===== src/rtl/cam_fifo_read_ctrl.sv =====
// cam_fifo_read_ctrl
// Reads one camera frame out of the pixel FIFO and hands each pixel to a
// valid/ready consumer. FIFO reads are paced by the divider strobe, with at
// most one word per strobe. The block tracks the row/column of the presented
// pixel, pulses frame_done after the last pixel is accepted, and counts
// strobes that found the FIFO empty while a word was wanted.
//
// Ports:
//   clk_24M       24 MHz system clock
//   reset         synchronous, active-high
//   fifo_tick     one-cycle read-pacing strobe
//   capture_req   one-cycle request to read a frame (ignored while busy)
//   abort         one-cycle request to cancel the current frame
//   fifo_empty    camera FIFO empty flag
//   fifo_dout     FIFO read data, valid the cycle after fifo_rd_en
//   fifo_rd_en    one-cycle FIFO pop
//   pix_data      pixel to consumer
//   pix_valid     pixel available
//   pix_ready     consumer accepts pixel
//   col, row      position of pix_data within the frame
//   busy          high whenever the controller is not idle
//   frame_done    one-cycle pulse after the last pixel is accepted
//   underrun_cnt  saturating count of strobes that found the FIFO empty
module cam_fifo_read_ctrl #(
  parameter int COLS   = 640,
  parameter int ROWS   = 480,
  parameter int COL_W  = 10,
  parameter int ROW_W  = 9,
  parameter int DATA_W = 8
) (
  input  logic              clk_24M,
  input  logic              reset,
  input  logic              fifo_tick,
  input  logic              capture_req,
  input  logic              abort,
  input  logic              fifo_empty,
  input  logic [DATA_W-1:0] fifo_dout,
  output logic              fifo_rd_en,
  output logic [DATA_W-1:0] pix_data,
  output logic              pix_valid,
  input  logic              pix_ready,
  output logic [COL_W-1:0]  col,
  output logic [ROW_W-1:0]  row,
  output logic              busy,
  output logic              frame_done,
  output logic [7:0]        underrun_cnt
);

  typedef enum logic [2:0] {
    IDLE,
    FETCH,
    LATCH,
    PRESENT,
    DONE
  } state_t;

  state_t state;

  logic last_col;
  logic last_row;

  assign last_col = (col == COL_W'(COLS - 1));
  assign last_row = (row == ROW_W'(ROWS - 1));

  // The pop must land in the same cycle as the strobe, so it is decoded from
  // the state register rather than registered. An abort in this cycle does
  // not cancel it; the popped word is simply never latched.
  assign fifo_rd_en = (state == FETCH) && fifo_tick && !fifo_empty;
  assign busy       = (state != IDLE);

  always_ff @(posedge clk_24M) begin
    if (reset) begin
      state        <= IDLE;
      pix_data     <= '0;
      pix_valid    <= 1'b0;
      col          <= '0;
      row          <= '0;
      frame_done   <= 1'b0;
      underrun_cnt <= '0;
    end else begin
      frame_done <= 1'b0;
      case (state)
        IDLE: begin
          if (capture_req) begin
            col          <= '0;
            row          <= '0;
            underrun_cnt <= '0;
            state        <= FETCH;
          end
        end

        FETCH: begin
          if (abort) begin
            state <= IDLE;
          end else if (fifo_tick) begin
            if (!fifo_empty) begin
              state <= LATCH;
            end else if (underrun_cnt != '1) begin
              underrun_cnt <= underrun_cnt + 8'd1;
            end
          end
        end

        // fifo_dout is valid now, one cycle after the pop.
        LATCH: begin
          if (abort) begin
            state <= IDLE;
          end else begin
            pix_data  <= fifo_dout;
            pix_valid <= 1'b1;
            state     <= PRESENT;
          end
        end

        PRESENT: begin
          if (abort) begin
            pix_valid <= 1'b0;
            state     <= IDLE;
          end else if (pix_ready) begin
            pix_valid <= 1'b0;
            if (last_col && last_row) begin
              frame_done <= 1'b1;
              state      <= DONE;
            end else begin
              if (last_col) begin
                col <= '0;
                row <= row + ROW_W'(1);
              end else begin
                col <= col + COL_W'(1);
              end
              state <= FETCH;
            end
          end
        end

        // frame_done is high for exactly this one cycle.
        DONE: state <= IDLE;

        default: state <= IDLE;
      endcase
    end
  end

endmodule


===== config.mk =====
export PLATFORM = sky130hd
export DESIGN_NAME = cam_fifo_read_ctrl
export DESIGN_NICKNAME = d
export VERILOG_FILES = /design/src/rtl/cam_fifo_read_ctrl.sv
export SDC_FILE = /design/constraint.sdc
export NUM_CORES = 1
export LEC_CHECK = 0
export BUFFER_PORTS_ARGS = -buffer_cell sky130_fd_sc_hd__buf_2
export CORE_MARGIN = 4
export CORE_UTILIZATION = 25
export DETAILED_ROUTE_END_ITERATION = 8
export HOLD_SLACK_MARGIN = 0.08
export PLACE_DENSITY = 0.42
export SYNTH_ARGS = -nofsm -noshare
export SYNTH_HDL_FRONTEND = slang
export SYNTH_SLANG_ARGS = --single-unit
export TNS_END_PERCENT = 20

===== constraint.sdc =====
create_clock -name clk_24M -period 3.1 [get_ports clk_24M]
set_input_delay 0.155 -clock clk_24M [delete_from_list [all_inputs] [get_ports clk_24M]]
set_output_delay 0.155 -clock clk_24M [all_outputs]
set_load 0.02 [all_outputs]

Yosys cells after proc, flatten, opt, wreduce, memory -nomap -nowiden. Index checks and enable logic that the tools add are counted.

Flip-flop bits (word level): 40. Input bits: 15. Output and inout port bits: 39. Word-level logic and storage cells: 80.

Add/sub/neg operators: 3. Equal/unequal tests: 19. Muxes and demuxes: 32. Bitwise operators: 3. Reduce and logical (&&, ||, !) cells: 16.

Operator list (number): $mux W10 (5); $mux W9 (5); $mux W8 (5); $mux W3 (7); $pmux W10 S2 (1); $ne A2 B2 Y1 const B (9); $pmux W9 S2 (1); $pmux W8 S2 (1); $pmux W3 S4 (1); $reduce_and A6 Y1 (2); $add A10 B1 Y10 const B (1); $eq A10 B10 Y1 const B (1); $add A9 B1 Y9 const B (1); $eq A9 B9 Y1 const B (1); $ne A3 B3 Y1 const B (3); $add A8 B1 Y8 const B (1); $ne A8 B8 Y1 const B (1); $eq A3 B2 Y1 const B (2); $reduce_bool A2 Y1 (3); $reduce_and A5 Y1 (1); $mux W1 (4); $reduce_and A4 Y1 (1); $reduce_or A4 Y1 (1); $eq A3 B1 Y1 const B (1); other kinds (10) (14).

Longest topological paths before layout. Gate-level depths: netlist of the first run.

Depth after elaboration: 6. Gate-level depth with buffers: 7. Depth with buffers taken out: 6.

Worst setup path after synthesis of the first run. OpenSTA, ideal clock, no wires.

Kind: register -> register. Start point: register col[0]. End point: register row[0]. Setup time: 0.121 ns. Arrival: 1.939 ns. Required time: 2.979 ns. Slack: 1.040 ns. Cell stages (with the launch flop): 6. Buffers on the path: 0. Period minus slack after synthesis: 2.060 ns. Cells stage by stage: dfxtp_1 > ha_1 > nand3_4 > or3_4 > o31a_1 > mux2_4.

Longest elaborated chain between the ends: 4.

RTL lines: start: declaration (RTL line 42) `output logic [COL_W-1:0] col,`; start signal: assignment (RTL line 129) `col <= col + COL_W'(1);`; $eq A10 B10 Y1 (*) (RTL line 62) `assign last_col = (col == COL_W'(COLS - 1));`; $logic_and A1 B1 Y1 (RTL line 121) `if (last_col && last_row) begin`; $ne A2 B2 Y1 (no line); $reduce_and A6 Y1 (no line) (*); end signal: assignment (RTL line 127) `row <= row + ROW_W'(1);`; end: declaration (RTL line 43) `output logic [ROW_W-1:0] row,`.

Every way passes the cells marked *; elsewhere a longest branch is shown, timed or not. A chain may end at the register's enable or synchronous reset.

Final worst setup path of the first run.
Start point: register state[0]. End point: output port fifo_rd_en.

Longest elaborated chain between the ends: 3.

RTL lines: start: declaration (RTL line 57) `state_t state;`; start signal: assignment (RTL line 73) `state <= IDLE;`; start signal: assignment (RTL line 88) `state <= FETCH;`; start signal: assignment (RTL line 94) `state <= IDLE;`; $eq A3 B1 Y1 (RTL line 68) `assign fifo_rd_en = (state == FETCH) && fifo_tick && !fifo_empty;`; $logic_and A1 B1 Y1 (2 in a row) (RTL line 68); end: declaration (RTL line 38) `output logic fifo_rd_en,`.

Every way passes these cells.

==> run metrics, run 1 <==
first-pass GRT wire length=9.77 mm; post-DP HPWL=4.21 mm; Root Buffer=clkbuf_8; P&R area growth vs syn=22.0%; routed vias/inst=5.00; grt total ovfl=0; clk_lat worst skew=0.30 ns; PortBufs=53; # diodes=0; critical path data required time=2.94 ns; PwrDens=380 nW/um^2; Synth Register Bits=40; Die ar.=9610 sq um; Top cell by count, worst path=nor2b_1; setup violators final=0; pin count of the biggest net entering global routing=23; drt first pass iters=5; CP Launch Type=flop; # fillers=872; CP max-delay cell=dfxtp_1; max_slew headroom=0.472; Worst VDD drop=0.000123 V; Slew Limit Fails=0; Placer Congestion=0.802; initial drt markers=74; Final min period=2.08 ns; GRT Util Overall=0.122; via count=2,004; Die Wd=98.0 microns; fin crit share=0.670; Yosys warning total=0; WS Path Type=reg -> out; area of the multi-input gates=1150 sq um; Remaining DRCs=0; core footprint=7810 sq um; Static Leak=0.961 nW; cell count after synthesis=243; initial antenna violation count=0; syn_nets=261; routed length per placed instance=14.5 microns; outcome=complete, no violations; Final Power=0.940 mW; worst path arrival time=1.92 ns; layout cells sized above 1=0.247; DRT Wirelength=5.81 mm; RSZ-0062 raised after global routing=no; clk_skew=0.00913 ns; vias in the first global route=1,964; sequential cell area=801 sq um; Synth cell types=50; DIE HEIGHT=98.0 microns; synth top area cells=dfxtp_1 40%, nand2_1 8.3%, a21oi_1 4.0%, nand3_1 3.7%, nor2_1 3.5%; Max Cap Viol=0; Hold Vio Cnt, Final=0; critical path endpoint category=output pin; top cell type's share of synthesized area=0.395; post-CTS setup buffers=0; number of synthesized flops with an enable pin=0; CTS sink count=40; Post-DRT Antenna Nets=0; Top delay family on crit path=simple AND/OR/NAND/NOR gates; Synth Cell Area=2030 sq um; clock tree from TritonCTS=done; boundary pin count=54; CTS Buffer Depth=2; Worst-path clk slew=0.09 ns; syn_area_per_cell=8.34 sq um; CP Max Fanout=10; setup TNS=0 ns; row cnt=32; sequential fraction of the synthesis area=0.395; area leader, netlist=dfxtp_1; Top FF cell, synth=dfxtp_1; starting density of the core=0.260; total CTS buffers=5; Max stage delay on crit path=0.54 ns; crit-path cells=nor2b_1 > nor2b_1 > and3_1 > buf_2; f_max=482 MHz; Crit path buffers/inverters=1; ys async rst share=0; Min-Delay Path Class=in -> reg; non-filler cells, final=401; H-tree depth=2; Post-Place Cells=392; fin nets=316; worst slew pin tran=0.790 ns
## synth_stat cells, types with 3 or more instances
master,n
a41oi_1,3
buf_6,3
o41ai_1,3
nor3_1,7
nand3_1,15
dfxtp_1,40
a31oi_1,7
ha_1,3
o31a_1,3
nand4_1,7
o21ai_1,4
nor2_1,19
inv_1,7
o211ai_1,4
clkbuf_1,3
a21oi_1,16
a311oi_1,6
o21ai_0,7
nand2_1,45
## logic make-up (layout without fill, tap and decap cells)
kind of cell / count (synthesis) / after routing / share of synthesized area
buf+inv: 13 / 69 / 0.0352
compound gates: 64 / 64 / 0.219
fa+ha+maj: 3 / 3 / 0.0185
flops: 40 / 40 / 0.395
simple gates: 120 / 120 / 0.315
mux: 3 / 3 / 0.0173
## sequential cells by signal (all words and copies together), names as in the netlist
name          cells
frame_done        1
row               9
pix_data          8
col              10
underrun_cnt      8
state             3
pix_valid         1
## path summary, 6_finish.rpt
path | start | to | slack (ns) | depth (start not counted)
min reg2reg | pix_data[0]$_SDFFE_PP0P_ | pix_data[0]$_SDFFE_PP0P_ | 0.45 | 2
max reg2reg | col[0]$_SDFFE_PP0P_ | row[0]$_SDFFE_PP0P_ | 1.07 | 5
min | fifo_dout[6] | pix_data[6]$_SDFFE_PP0P_ | 0.08 | 3
max | state[0]$_SDFFE_PP0P_ | fifo_rd_en | 1.02 | 4
## placed cells by master, fill, tap and decap left out, types with 2 or more instances in the layout
master	Yosys	final
buf_2	0	53
nand2_1	45	45
dfxtp_1	40	40
nor2_1	19	19
a21oi_1	16	16
nand3_1	15	15
inv_1	7	7
nand4_1	7	7
o21ai_0	7	7
nor3_1	7	7
a31oi_1	7	7
a311oi_1	6	6
clkbuf_8	0	5
o21ai_1	4	4
o211ai_1	4	4
o31a_1	3	3
o41ai_1	3	3
a41oi_1	3	3
ha_1	3	3
nor3_4	2	2
nor2b_1	2	2
and3_1	2	2
nand3b_1	2	2
and3_2	2	2
nor4b_1	2	2
nor4_1	2	2
or3_1	2	2
o31ai_1	2	2
mux2i_1	2	2
clkinv_2	0	2
## area by class of cell
cell class              instances  share of cell area
well taps                     102              0.0516
multi-input cells             190               0.467
repair buffers                 54               0.111
clock inverters                 3             0.00759
flip-flops and latches         40               0.324
clock buffers                   5              0.0278
inverters                       7              0.0106
## worst reg2reg max path, cell delays in order, from the launching register on
cell and delay (ns):
dfxtp_1 0.43, ha_1 0.29, nand3_4 0.14, or4_1 0.54
a221oi_2 0.37, mux2_4 0.21
## layer usage
layer  GRT usage  vias to the layer above  share of wire
met5           0                        -              0
met4      0.0362                        0          0.012
met3      0.0350                        7          0.054
met2       0.192                       47           0.46
met1       0.162                      926           0.47
li1            -                     1024              -
## per-stage QoR
step	hold slack [ns]	utilization	instance area, sq um	worst slack (ns)
after floorplan	0.291	-	2030	1.04
after global placement	0.397	0.304	2370	1.11
after detailed placement	0.404	0.304	2370	1.07
after CTS	0.0806	0.317	2470	1.00
after global routing	0.0887	0.317	2470	0.798
final	0.0843	0.317	2470	1.02
## power breakdown
group	leakage (nW)	internal (mW)	switching (mW)	total [mW]
Clock	0.0479	0.157	0.199	0.356
Sequential	0.322	0.516	0.00471	0.520
Combinational	0.590	0.0220	0.0418	0.0638
## repair_timing
action,CTS,global route
gates resized for setup,0,0
endpoints found under the setup margin,0,0
hold buffers,1,0
endpoints found under the hold margin,1,0
(Power assumes the default switching activity.)
==> run 2, diff against run 1 <==
- PLACE_DENSITY: 0.42 -> 0.43
- clock period: 3.1 -> 1.75 ns (I/O delays scaled with it)
==> run 2 against run 1 <==
Against the previous run: flip-flop and latch count did not move; cell area grew 23%; critical path depth rose by 1; non-clock buffer count up 61; count of clock-buffer cells in the layout increased by 2; register-to-register slack worse by 1.0 ns; critical path type is now reg -> reg; largest cell class unchanged.
==> run metrics, run 2 (same netlist as run 1, synthesis figures left out) <==
worst r2r path cells=5 (unchanged); R2R setup slack=0.03 ns (-1.04 ns); Crit path buffers/inverters=0 (-1); initial antenna violation count=0 (unchanged); most frequent cells in the layout=54 x buf_4, 53 x buf_2, 43 x nand2_1; critical path endpoint category=flop; CTS Buffer Depth=2 (unchanged); # fillers=839 (-3.8%); total CTS buffers=5 (unchanged); max reg flops=10 (unchanged); H-tree depth=2 (unchanged); max_slew headroom=0.699 (+0.228); most common cell after layout, fill and taps aside=buf_4; Final WS setup=0.0263 ns (-0.998 ns); clk_skew=0.00694 ns (-0.00219 ns); Slew Limit Fails=0 (unchanged); DIE HEIGHT=98.0 microns (unchanged); worst path arrival time=1.97 ns (+0.05 ns); Critical R2R Capture=row[0]$_SDFFE_PP0P_; PwrDens=574 nW/um^2 (+51%); Post-DRT Antenna Nets=0 (unchanged); hold worst-path end=pix_valid$_SDFFE_PP0P_; crit-path cells=ha_4 > nand3_4 > or4_4 > a221oi_4 > mux2_4; drt first pass iters=4 (-1); hold path start=pix_ready; Worst VDD drop=0.000262 V (+110%); setup violators final=0 (unchanged); routed vias/inst=4.72 (-5.6%); CTS sink count=40 (unchanged); RSZ-0062 raised after global routing=yes; Top reg by flops=col; GRT Util Overall=0.128 (+0.00644); CP Launch Type=flop; core footprint=7810 sq um (unchanged); DRT Wirelength=5.99 mm (+3.1%); CP Depth=5 (+1); FF-to-FF Start=col[1]$_SDFFE_PP0P_; Hold Crit Depth=4 (+1); layout cells sized above 1=0.411 (+0.164); Top delay family on crit path=simple AND/OR/NAND/NOR gates; outcome=complete, no violations; Hold Vio Cnt, Final=0 (unchanged); CP Max Fanout=6 (-4); initial drt markers=44 (-41%); setup TNS=0 ns (unchanged); fin nets=377 (+19%); routed length per placed instance=13.0 microns (-11%); vias in the first global route=2,109 (+7.4%); worst slew pin tran=0.448 ns (-0.343 ns); fin crit share=0.985; Final min period=1.72 ns; PortBufs=53 (unchanged); Post-Place Cells=446 (+14%); starting density of the core=0.260 (unchanged); via count=2,180 (+8.8%); # diodes=0 (unchanged); boundary pin count=54 (unchanged); non-filler cells, final=462 (+15%); Static Leak=1.27 nW (+33%); P&R area growth vs syn=49.6%; CP max-delay cell=or4_4; Max stage delay on crit path=0.54 ns (about the same); WS Path Type=reg -> reg; Worst-path clk slew=0.08 ns (about the same); Min-Delay Path Class=in -> reg; critical path data required time=1.99 ns (-0.95 ns); dpl ws=-0.0508 ns (-1.12 ns); post-DP HPWL=4.65 mm (+10%); Die Wd=98.0 microns (unchanged); row cnt=32 (unchanged); grt total ovfl=0 (unchanged); Largest regs=col (10), row (9); Remaining DRCs=0 (unchanged); f_max=580 MHz; Max Cap Viol=0 (unchanged); Die ar.=9610 sq um (unchanged); Placer Congestion=0.754 (-6.0%); pin count of the biggest net entering global routing=22 (-4.3%); first-pass GRT wire length=10.3 mm (+5.4%); clk_lat worst skew=0.30 ns (about the same); Root Buffer=clkbuf_8; clock tree from TritonCTS=done
[run 2: cell count changes in the layout (fill, tap and decap cells not counted), sizes merged]
cell | before | now
inv | 7 | 8
dlygate4sd3 | 1 | 8
clkinv | 3 | 0
clkbuf | 5 | 7
buf | 53 | 107
[run 2: power breakdown]
group | switching [mW] | total (mW) | leakage, nW | internal (mW)
clock network | 0.339 | 0.661 | 0.0488 | 0.322
registers | 0.00642 | 0.916 | 0.328 | 0.910
logic | 0.0858 | 0.162 | 0.898 | 0.0765
total | 0.431 | 1.74 | 1.27 | 1.31
[run 2: repair_timing]
| item | CTS | global route |
|---|---|---|
| resized for setup | 3 | 12 |
| setup endpoints to repair | 6 | 18 |
| pin swaps | 0 | 8 |
| hold buffers | 8 | 0 |
| hold endpoints to repair | 8 | 0 |
| buffers inserted | 0 | 0 |
[run 2: worst min-delay path, delay by kind of cell]
family | cells | cell delay [ns]
simple gates | 1 | 0.04
buf+inv | 1 | 0.11
compound gates | 2 | 0.14
[run 2: layout make-up]
type / count / area, sq um / area share
Clock buffer: 7 / 86.3 / 0.0285
Inverter: 7 / 26.3 / 0.00866
Sequential cell: 40 / 821 / 0.271
Multi-Input combinational cell: 190 / 1210 / 0.401
Timing Repair Buffer: 115 / 751 / 0.248
Clock inverter: 1 / 6.26 / 0.00206
Tap cell: 102 / 128 / 0.0421
[run 2: how the worst max path moves through the flow]
stage | start | to | slack (ns)
floorplan | underrun_cnt[0]$_SDFFE_PP0P_ | underrun_cnt[6]$_SDFFE_PP0P_ | -0.006
global placement | col[0]$_SDFFE_PP0P_ | row[0]$_SDFFE_PP0P_ | -0.04
detailed placement | col[0]$_SDFFE_PP0P_ | row[0]$_SDFFE_PP0P_ | -0.05
CTS | col[0]$_SDFFE_PP0P_ | col[5]$_SDFFE_PP0P_ | 0.008
global route | col[1]$_SDFFE_PP0P_ | row[7]$_SDFFE_PP0P_ | -0.05
finish | col[1]$_SDFFE_PP0P_ | row[0]$_SDFFE_PP0P_ | 0.03
[run 2: metal layers]
layer | routed length, microns | part of all wire | up-vias | track usage
met5 | 0 | 0 | - | 0
met4 | 79 | 0.013 | 0 | 0.0383
met3 | 221 | 0.037 | 6 | 0.0314
met2 | 2730 | 0.46 | 34 | 0.198
met1 | 2950 | 0.49 | 997 | 0.177
li1 | - | - | 1143 | -
[run 2: metrics by stage]
step,power (mW),util,hold WS (ns),instance area (sq um)
global route,1.82,0.388,0.129,3030
floorplan,1.01,-,0.224,2050
detailed placement,1.08,0.360,0.338,2810
finish,1.74,0.388,0.117,3030
CTS,1.76,0.384,0.114,3000
global placement,1.08,0.360,0.334,2810
